## src/rtl/conv_seq_pkg.sv

```systemverilog
// Shared widths and state encoding for the convolution sequencer.
// Imported by conv_seq_ctrl.
package conv_seq_pkg;

    localparam int AW = 12;
    localparam int WW = 10;
    localparam int CW = 4;
    localparam int KW = 4;
    localparam int PW = 10;

    typedef enum logic [2:0] {
        IDLE,
        RUN,
        GAP,
        STALL,
        DONE
    } state_t;

endpackage

```

## src/rtl/conv_seq_ctrl_loop1.sv

```systemverilog
// loop1: one nested-loop level, counts 0..max and wraps.
// Chain levels by feeding next into the outer level's en.
module loop1 #(
    parameter int W = 4
) (
    input  logic         clk,
    input  logic         rst,
    input  logic         en,
    input  logic [W-1:0] max,
    output logic [W-1:0] cnt,
    output logic         last,
    output logic         next
);

    assign last = (cnt == max);
    assign next = en & last;

    always_ff @(posedge clk) begin
        if (rst) begin
            cnt <= '0;
        end else if (en) begin
            cnt <= last ? '0 : cnt + W'(1);
        end
    end

endmodule

```

## src/rtl/conv_seq_ctrl.sv

```systemverilog
// conv_seq_ctrl: walks output windows and taps, emitting source
// and weight addresses one tap per cycle for the convolution core.
module conv_seq_ctrl
    import conv_seq_pkg::*;
(
    input  logic          clk,
    input  logic          rst,
    input  logic          s_init,
    input  logic          out_busy,
    input  logic [CW-1:0] id,
    input  logic [AW-1:0] is,
    input  logic [PW-1:0] iw,
    input  logic [KW-1:0] kw,
    input  logic [KW-1:0] kh,
    input  logic [PW-1:0] ow,
    input  logic [PW-1:0] oh,
    output logic          exec,
    output logic          k_init,
    output logic          k_fin,
    output logic          s_fin,
    output logic          busy,
    output logic [AW-1:0] ia,
    output logic [WW-1:0] wa
);

    state_t state;

    logic [CW-1:0] id_q;
    logic [AW-1:0] is_q;
    logic [PW-1:0] iw_q;
    logic [KW-1:0] kw_q;
    logic [KW-1:0] kh_q;
    logic [PW-1:0] ow_q;
    logic [PW-1:0] oh_q;

    logic [CW-1:0] c_id;
    logic [AW-1:0] c_is;
    logic [PW-1:0] c_iw;
    logic [KW-1:0] c_kw;
    logic [KW-1:0] c_kh;
    logic [PW-1:0] c_ow;
    logic [PW-1:0] c_oh;

    logic          idle;
    logic          step;
    logic          wend;
    logic          win_end_q;
    logic          lay_end_q;

    logic [KW-1:0] kx_cnt;
    logic [KW-1:0] ky_cnt;
    logic [CW-1:0] ic_cnt;
    logic [PW-1:0] ox_cnt;
    logic [PW-1:0] oy_cnt;
    logic          kx_last, ky_last, ic_last, ox_last, oy_last;
    logic          kx_nx, ky_nx, ic_nx, ox_nx, oy_nx;
    logic          unused_cnt;

    logic [AW-1:0] rbase;
    logic [AW-1:0] cbase;
    logic [AW-1:0] obase;
    logic [WW-1:0] wcnt;
    logic [AW-1:0] addr;

    // The first tap is issued while still in IDLE, so it must see the ports.
    assign idle = (state == IDLE);
    assign c_id = idle ? id : id_q;
    assign c_is = idle ? is : is_q;
    assign c_iw = idle ? iw : iw_q;
    assign c_kw = idle ? kw : kw_q;
    assign c_kh = idle ? kh : kh_q;
    assign c_ow = idle ? ow : ow_q;
    assign c_oh = idle ? oh : oh_q;

    assign step = (idle & s_init)
                | ((state == RUN) & ~win_end_q)
                | (((state == GAP) & ~lay_end_q) | (state == STALL))
                  & ~out_busy;

    assign wend = kx_last & ky_last & ic_last;
    assign unused_cnt = ^{ky_cnt, ic_cnt, oy_cnt};

    loop1 #(.W(KW)) u_kx (
        .clk(clk), .rst(rst), .en(step), .max(c_kw),
        .cnt(kx_cnt), .last(kx_last), .next(kx_nx)
    );

    loop1 #(.W(KW)) u_ky (
        .clk(clk), .rst(rst), .en(kx_nx), .max(c_kh),
        .cnt(ky_cnt), .last(ky_last), .next(ky_nx)
    );

    loop1 #(.W(CW)) u_ic (
        .clk(clk), .rst(rst), .en(ky_nx), .max(c_id),
        .cnt(ic_cnt), .last(ic_last), .next(ic_nx)
    );

    loop1 #(.W(PW)) u_ox (
        .clk(clk), .rst(rst), .en(ic_nx), .max(c_ow),
        .cnt(ox_cnt), .last(ox_last), .next(ox_nx)
    );

    loop1 #(.W(PW)) u_oy (
        .clk(clk), .rst(rst), .en(ox_nx), .max(c_oh),
        .cnt(oy_cnt), .last(oy_last), .next(oy_nx)
    );

    assign addr = obase + AW'(ox_cnt) + cbase + rbase + AW'(kx_cnt);

    // Base registers track the tap about to be issued.
    always_ff @(posedge clk) begin
        if (rst) begin
            rbase <= '0;
            cbase <= '0;
            obase <= '0;
            wcnt  <= '0;
        end else if (step) begin
            wcnt <= wend ? '0 : wcnt + WW'(1);
            if (kx_nx) rbase <= ky_nx ? '0 : rbase + AW'(c_iw);
            if (ky_nx) cbase <= ic_nx ? '0 : cbase + c_is;
            if (ox_nx) obase <= oy_nx ? '0 : obase + AW'(c_iw);
        end
    end

    always_ff @(posedge clk) begin
        if (rst) begin
            state     <= IDLE;
            exec      <= 1'b0;
            k_init    <= 1'b0;
            k_fin     <= 1'b0;
            s_fin     <= 1'b0;
            busy      <= 1'b0;
            ia        <= '0;
            wa        <= '0;
            win_end_q <= 1'b0;
            lay_end_q <= 1'b0;
            id_q      <= '0;
            is_q      <= '0;
            iw_q      <= '0;
            kw_q      <= '0;
            kh_q      <= '0;
            ow_q      <= '0;
            oh_q      <= '0;
        end else begin
            exec   <= step;
            k_init <= step & (wcnt == '0);
            ia     <= step ? addr : '0;
            wa     <= step ? wcnt : '0;
            k_fin  <= 1'b0;
            s_fin  <= 1'b0;
            if (step) begin
                win_end_q <= wend;
                lay_end_q <= wend & ox_last & oy_last;
            end
            unique case (state)
                IDLE: begin
                    if (s_init) begin
                        state <= RUN;
                        busy  <= 1'b1;
                        id_q  <= id;
                        is_q  <= is;
                        iw_q  <= iw;
                        kw_q  <= kw;
                        kh_q  <= kh;
                        ow_q  <= ow;
                        oh_q  <= oh;
                    end
                end
                RUN: begin
                    if (win_end_q) begin
                        state <= GAP;
                        k_fin <= 1'b1;
                    end
                end
                GAP: begin
                    if (lay_end_q) begin
                        state <= DONE;
                        s_fin <= 1'b1;
                    end else if (out_busy) begin
                        state <= STALL;
                    end else begin
                        state <= RUN;
                    end
                end
                STALL: begin
                    if (!out_busy) state <= RUN;
                end
                DONE: begin
                    state <= IDLE;
                    busy  <= 1'b0;
                end
                default: state <= IDLE;
            endcase
        end
    end

endmodule
```

## config.mk

```make
export PLATFORM = sky130hd
export DESIGN_NAME = conv_seq_ctrl
export DESIGN_NICKNAME = d
export VERILOG_FILES = /design/src/rtl/conv_seq_pkg.sv /design/src/rtl/conv_seq_ctrl_loop1.sv /design/src/rtl/conv_seq_ctrl.sv
export SDC_FILE = /design/constraint.sdc
export NUM_CORES = 1
export LEC_CHECK = 0
export CAP_MARGIN = 20
export CORE_UTILIZATION = 30
export CTS_CLUSTER_SIZE = 30
export DETAILED_ROUTE_END_ITERATION = 16
export GPL_TIMING_DRIVEN = 0
export SYNTH_ARGS = -nofsm -noshare
export SYNTH_HDL_FRONTEND = slang
export SYNTH_SLANG_ARGS = --single-unit
```

## constraint.sdc

```tcl
create_clock -name clk -period 9.7 [get_ports clk]
set_input_delay 1.455 -clock clk [delete_from_list [all_inputs] [get_ports clk]]
set_output_delay 1.455 -clock clk [all_outputs]
set_load 0.02 [all_outputs]
```

**Word-level counts from Yosys, hierarchy flattened**

Index checks and enable logic that the tools add are counted.
Widths: inputs -> output; s select.

- Bits in registers: 164
- Output and inout port bits: 27
- Logic and storage cells: 112
- Input bits: 58

- Eq/ne operators: 12
- Reductions and logical operators: 12
- Multiplexer cells: 26
- Bitwise logic cells: 23
- Add/subtract/negate cells: 13

Operators by type and width:

| operator | count |
|---|---|
| $mux 10 | 6 |
| $mux 12 | 4 |
| $add 12x10->12 | 3 |
| $add 12x12->12 | 3 |
| $add 10x1->10 const B | 3 |
| $mux 4 | 6 |
| $eq 10x10->1 | 2 |
| $and 1x1->1 | 14 |
| $add 12x4->12 | 1 |
| $add 4x1->4 const B | 3 |
| $eq 4x4->1 | 3 |
| $mux 3 | 4 |
| $pmux 3 s4 | 1 |
| $logic_not 10->1 | 1 |
| $reduce_and 2->1 | 5 |
| $eq 3x2->1 const B | 2 |
| $ne 2x2->1 const B | 3 |
| $not 1->1 | 6 |
| $reduce_or 2->1 | 3 |
| $eq 3x1->1 const B | 1 |
| $eq 3x3->1 const B | 1 |
| $logic_not 3->1 | 1 |
| $mux 1 | 3 |
| $or 1x1->1 | 3 |
| other kinds (4) | 4 |

**Logic depth before layout (Yosys ltp)**

- Depth in word-level cells: 11
- Depth in mapped cells: 18
- Mapped depth without buffers: 15

**Hierarchy**

From an unflattened synthesis, not the netlist that was laid out.

- Cell total of the unflattened synthesis: 1131
- Area total of the unflattened synthesis: 10082.2 um^2

Modules (own cells, without submodules):

| module | sequential area each (um^2) | cells an instance | instances | area each (um^2) |
|---|---|---|---|---|
| conv_seq_ctrl | 2642.5 | 914 | 1 | 7852.5 |
| loop1 at u_ox ... | 200.2 | 68 | 2 | 649.4 |
| loop1 at u_ic ... | 80.1 | 27 | 3 | 310.3 |

**Worst setup path before layout**

OpenSTA, ideal clock, no wires.

- Path kind: register to register
- From: reg rbase[2]
- To: reg ia[10]
- Data required time: 9572 ps
- Path buffers: 0
- Arrival: 3682 ps
- Setup time: 128 ps
- Clock period less this slack: 3809 ps
- Path slack: 5891 ps
- Stages on the path, launching flop included: 16
- Cells stage by stage: dfxtp_1 > inv_1 > fa_1 > inv_1 > fa_1 > inv_1 > fa_1 > inv_1 > ha_1 > a21o_1 > a21oi_1 > o21ai_0 > a2111o_1 > a41oi_1 > xor2_1 > nor2_1

- Cells in the longest elaborated chain, start to end: 2

Ends and longest elaborated chain:

| element | RTL line | text |
|---|---|---|
| from (decl) | conv_seq_ctrl.sv:59 | `logic [AW-1:0] rbase;` |
| from (signal assigned) | conv_seq_ctrl.sv:119 | `if (kx_nx) rbase <= ky_nx ? '0 : rbase + AW'(c_iw);` |
| $add 12x12->12 | conv_seq_ctrl.sv:108 | `assign addr = obase + AW'(ox_cnt) + cbase + rbase + AW'(kx_cnt);` |
| $add 12x4->12 | conv_seq_ctrl.sv:108 |  |
| to (signal assigned) | conv_seq_ctrl.sv:147 | `ia <= step ? addr : '0;` |
| to (decl) | conv_seq_ctrl.sv:22 | `output logic [AW-1:0] ia,` |

Every way passes these cells.
A chain may end at the register's enable or synchronous reset.

**Final worst setup path**

- From: reg state[2]
- To: reg cbase[11]

- Cells in the longest elaborated chain, start to end: 9
- Elaborated cells on any way between the ends: 24
- Those cells by class: 1 x add/sub; 6 x eq/ne; 5 x mux; 10 x bitwise; 2 x reduce/logical

Ends and longest elaborated chain:

| element | RTL line | text |
|---|---|---|
| from (decl) | conv_seq_ctrl.sv:26 | `state_t state;` |
| from (signal assigned) | conv_seq_ctrl.sv:127 | `state <= IDLE;` |
| from (signal assigned) | conv_seq_ctrl.sv:158 | `state <= RUN;` |
| from (signal assigned) | conv_seq_ctrl.sv:171 | `state <= GAP;` |
| $eq 3x2->1 | conv_seq_ctrl.sv:77 | `\| (((state == GAP) & ~lay_end_q) \| (state == STALL))` |
| $and 1x1->1 | conv_seq_ctrl.sv:77 |  |
| $or 1x1->1 | conv_seq_ctrl.sv:77 |  |
| $and 1x1->1 | conv_seq_ctrl.sv:78 | `& ~out_busy;` |
| $or 1x1->1 | conv_seq_ctrl.sv:77 |  |
| $and 1x1->1 (3 in series) | conv_seq_ctrl_loop1.sv:16 | `assign next = en & last;` |
| $mux 12 | conv_seq_ctrl.sv:120 | `if (ky_nx) cbase <= ic_nx ? '0 : cbase + c_is;` |
| to (signal assigned) | conv_seq_ctrl.sv:120 |  |
| to (decl) | conv_seq_ctrl.sv:60 | `logic [AW-1:0] cbase;` |

Parallel ways exist; a longest one is shown, timed or not.

==> results by group <==
Status
  • Status: finished, final reports clean

Clock tree
  • Later-pin clock latency in the skew report: approximately 0.44 ns
  • CTS Hold Buffers Added: 0
  • CTS HTree Levels: 4
  • Maximum buffer depth of the clock tree: 2
  • CTS root buf: clkbuf_16
  • Num CTS Buffers: 17
  • Clock transition at path regs: roughly 0.07 ns
  • Post-CTS Setup Bufs: 0
  • TritonCTS clock tree: built
  • Clk sink count: around 160
  • Post-cts sizing count: 0

Placement
  • Input/output buffers: 84
  • DP HPWL: ~22000 µm
  • Dpl cells: approximately 1700
  • Final GP Congestion: 0.870

Route
  • WL/cell: 16.3 µm
  • Via count: approximately 8800
  • Number of vias per cell: 5.01
  • TritonRoute pass-1 iters: 5
  • ANT nets after route: 0
  • Drt total wl: 28700 µm
  • Drt drc: 0
  • Detailed Route Iter0 Violations: 605

Floorplan
  • Die area: 33300 µm²
  • Initial Util: 30.7%
  • Die height: 183 µm
  • Core area: roughly 32000 µm²
  • Site Rows: 65
  • Die X: ~180 µm
  • I/O pin count: between 80 and 90

Timing
  • Min Tclk post-route: roughly 4.9 ns
  • Worst-Margin Slew: between 0.9 and 1 ns
  • Clock Skew: 0.0121 ns
  • Final hold violation count: 0
  • Tcrit/Tclk final: approximately 50%
  • Max Clk Rate: between 200 and 250 MHz
  • RSZ-0062 raised after global routing: no
  • Pins over their slew limit: 0
  • Post-route setup TNS: 0 ns
  • Rel. slew slack: between 30% and 40%
  • Final setup fails: 0

Logic synthesis
  • Post-synth top flop: dfxtp_1
  • Ys Warns: 0
  • Mapped Cells: approximately 1200
  • Avg Inst Size Synth: just over 8 µm²
  • Yosys reg bits: ~160
  • Async set-or-reset flop fraction in the synthesized netlist: 0%
  • Syn_nets: 1347
  • Sequential fraction of the synthesis area: approximately 34%
  • Mapped Area: ~9800 µm²
  • Unique masters post-synth: around 70
  • Number of synthesized flops with an enable pin: 0

Layout
  • Final net count: roughly 1500
  • Most common cell after layout, fill and taps aside: nand2_1
  • Layout Cells excl Fill: between 1500 and 2000
  • Leading cell types in the layout, fill and taps excluded: nand2_1, dfxtp_1, a21oi_1, inv_1, clkdlybuf4s50_1
  • Finished Core Util: between 30% and 40%
  • Area grow syn2layout: 20.5%
  • Share of layout cells above drive strength 1: roughly 4.5%
  • Antenna diodes: 0

Power
  • Pwr dens: between 100 and 150 nW/µm²
  • Maximum vdd drop: roughly 0.14 mV
  • Pleak: ~4.8 nW

Global route
  • First-pass GRT wire length: 44700 µm
  • Vias in the first global route: about 8500
  • Initial antenna violation count: 0
  • Grt met2 use: roughly 28%
  • Gr busiest metal: met2
  • Total global routing overflow: 0
  • Met1 Track Usage GR: between 20% and 30%
  • Largest net degree at the start of global routing: 17
  • Met3 usage: roughly 3.2%
  • Tot GR Track Use: roughly 17%

Worst setup path
  • Data required time at the worst endpoint: just over 10 ns
  • Startpoint types: flop
  • Critical Path Max Stage Delay: about 0.82 ns
  • CP endpoint kind: flop
  • Slowest stage cell on the critical path: nor3_2
  • R2R cell count: 16
  • Setup slack, reg-to-reg: about 4.8 ns
  • CP Max Fanout: 10
  • Critical path class: reg2reg
  • Sequence of cells on the critical path: buf_6, nor3_2, buf_4, buf_4, buf_4, clkbuf_1, nand2_1, nand2_1, ha_1, o21ai_0, o21a_1, or3_1, nand3_1, a21oi_1, or4b_2, a31oi_1
  • Most used cell, CP: buf_4
  • Data arrival, critical path: between 5 and 6 ns

Min path
  • Hold Path Stages: 2
  • Worst hold path type: reg2reg

Job
  • Max_cap viols: 0
worst max-delay path, delay by kind of cell (launching register included):
kind            cells  cell delay (ns)
compound gates      4             0.60
buf+inv             5             1.36
flops               1             0.31
simple gates        6             2.28
fa+ha+maj           1             0.22
power breakdown:
| group | internal [W] | total, W | switching [W] |
|---|---|---|---|
| clock network | 0.000412 | 0.000730 | 0.000318 |
| logic | 0.000104 | 0.000259 | 0.000155 |
| registers | 0.000698 | 0.000716 | 0.0000186 |
| total | 0.00121 | 0.00170 | 0.000491 |
synth_stat cells, types with 7 or more instances:
cell type / instances / area (µm²)
nand2b_1: 10 / 62.6
a22o_1: 14 / 123
dfxtp_1: 164 / 3280
buf_2: 8 / 40.0
nor3_1: 28 / 140
nand3_1: 21 / 105
nor2_1: 65 / 244
a21oi_1: 106 / 531
a221oi_1: 8 / 70.1
ha_1: 58 / 726
mux2i_1: 12 / 120
inv_1: 88 / 330
nor2b_1: 14 / 87.6
nand2_1: 233 / 875
xor2_1: 31 / 272
o21ai_0: 42 / 210
nor4_1: 7 / 43.8
o211ai_1: 11 / 82.6
nand4_1: 18 / 113
clkbuf_1: 44 / 165
or3_1: 11 / 68.8
a32o_1: 10 / 100
and3_1: 24 / 150
nor3b_1: 7 / 52.6
xnor2_1: 40 / 350
fa_1: 27 / 541
a211oi_1: 9 / 67.6
a21o_1: 7 / 52.6
registers in the layout (all words and copies together) (netlist names), 3 cells and up:
| register | cells |
|---|---|
| cbase | 12 |
| obase | 12 |
| id_q | 4 |
| state | 3 |
| oh_q | 10 |
| u_kx.cnt | 4 |
| kw_q | 4 |
| u_ox.cnt | 10 |
| ia | 12 |
| is_q | 12 |
| kh_q | 4 |
| wa | 10 |
| wcnt | 10 |
| u_oy.cnt | 10 |
| ow_q | 10 |
| rbase | 12 |
| u_ky.cnt | 4 |
| u_ic.cnt | 4 |
| iw_q | 10 |
metal layers:
metal / vias to the layer above / wire length, µm
li1: 4376 / -
met1: 4172 / 13500
met2: 209 / 13100
met3: 44 / 1280
met4: 0 / 768
met5: - / 0
metrics by stage:
stage               hold WS [ns]  power [W]  cell area [µm²]  worst slack [ns]
floorplan                  0.436   0.000891             9780              5.89
global placement           0.442   0.000985            11200              4.87
detailed placement         0.447   0.000989            11200              4.81
CTS                        0.457    0.00172            11800              4.79
global route               0.473    0.00178            11800              4.52
finish                     0.455    0.00170            11800              4.83
final timing paths:
kind,startpoint,to
setup / recovery,state[2]$_SDFFE_PP0P_,cbase[11]$_SDFFE_PP0P_
hold / removal,iw_q[6]$_SDFFE_PP0P_,iw_q[6]$_SDFFE_PP0P_
setup reg to reg,state[2]$_SDFFE_PP0P_,cbase[11]$_SDFFE_PP0P_
hold reg to reg,iw_q[6]$_SDFFE_PP0P_,iw_q[6]$_SDFFE_PP0P_
cells by family (layout without fill, tap and decap cells):
kind of cell,count (synthesis),after routing,synth area share [%]
compound gates,264,264,17.9
flops,164,164,33.6
xor+xnor,71,71,6.36
buf+inv,145,261,5.94
simple gates,461,461,21.8
fa+ha+maj,85,85,12.9
mux,14,14,1.46
area by class of cell:
cell class              instances  area [µm²]
multi-input cells             895        5910
fillers                      3318       20000
clock buffers                  17         425
repair buffers                 84         841
inverters                      88         330
well taps                     435         544
plain buffers                  57         250
clock inverters                15         191
flip-flops and latches        164        3280
Note: power is estimated with default switching activity, not from simulation.
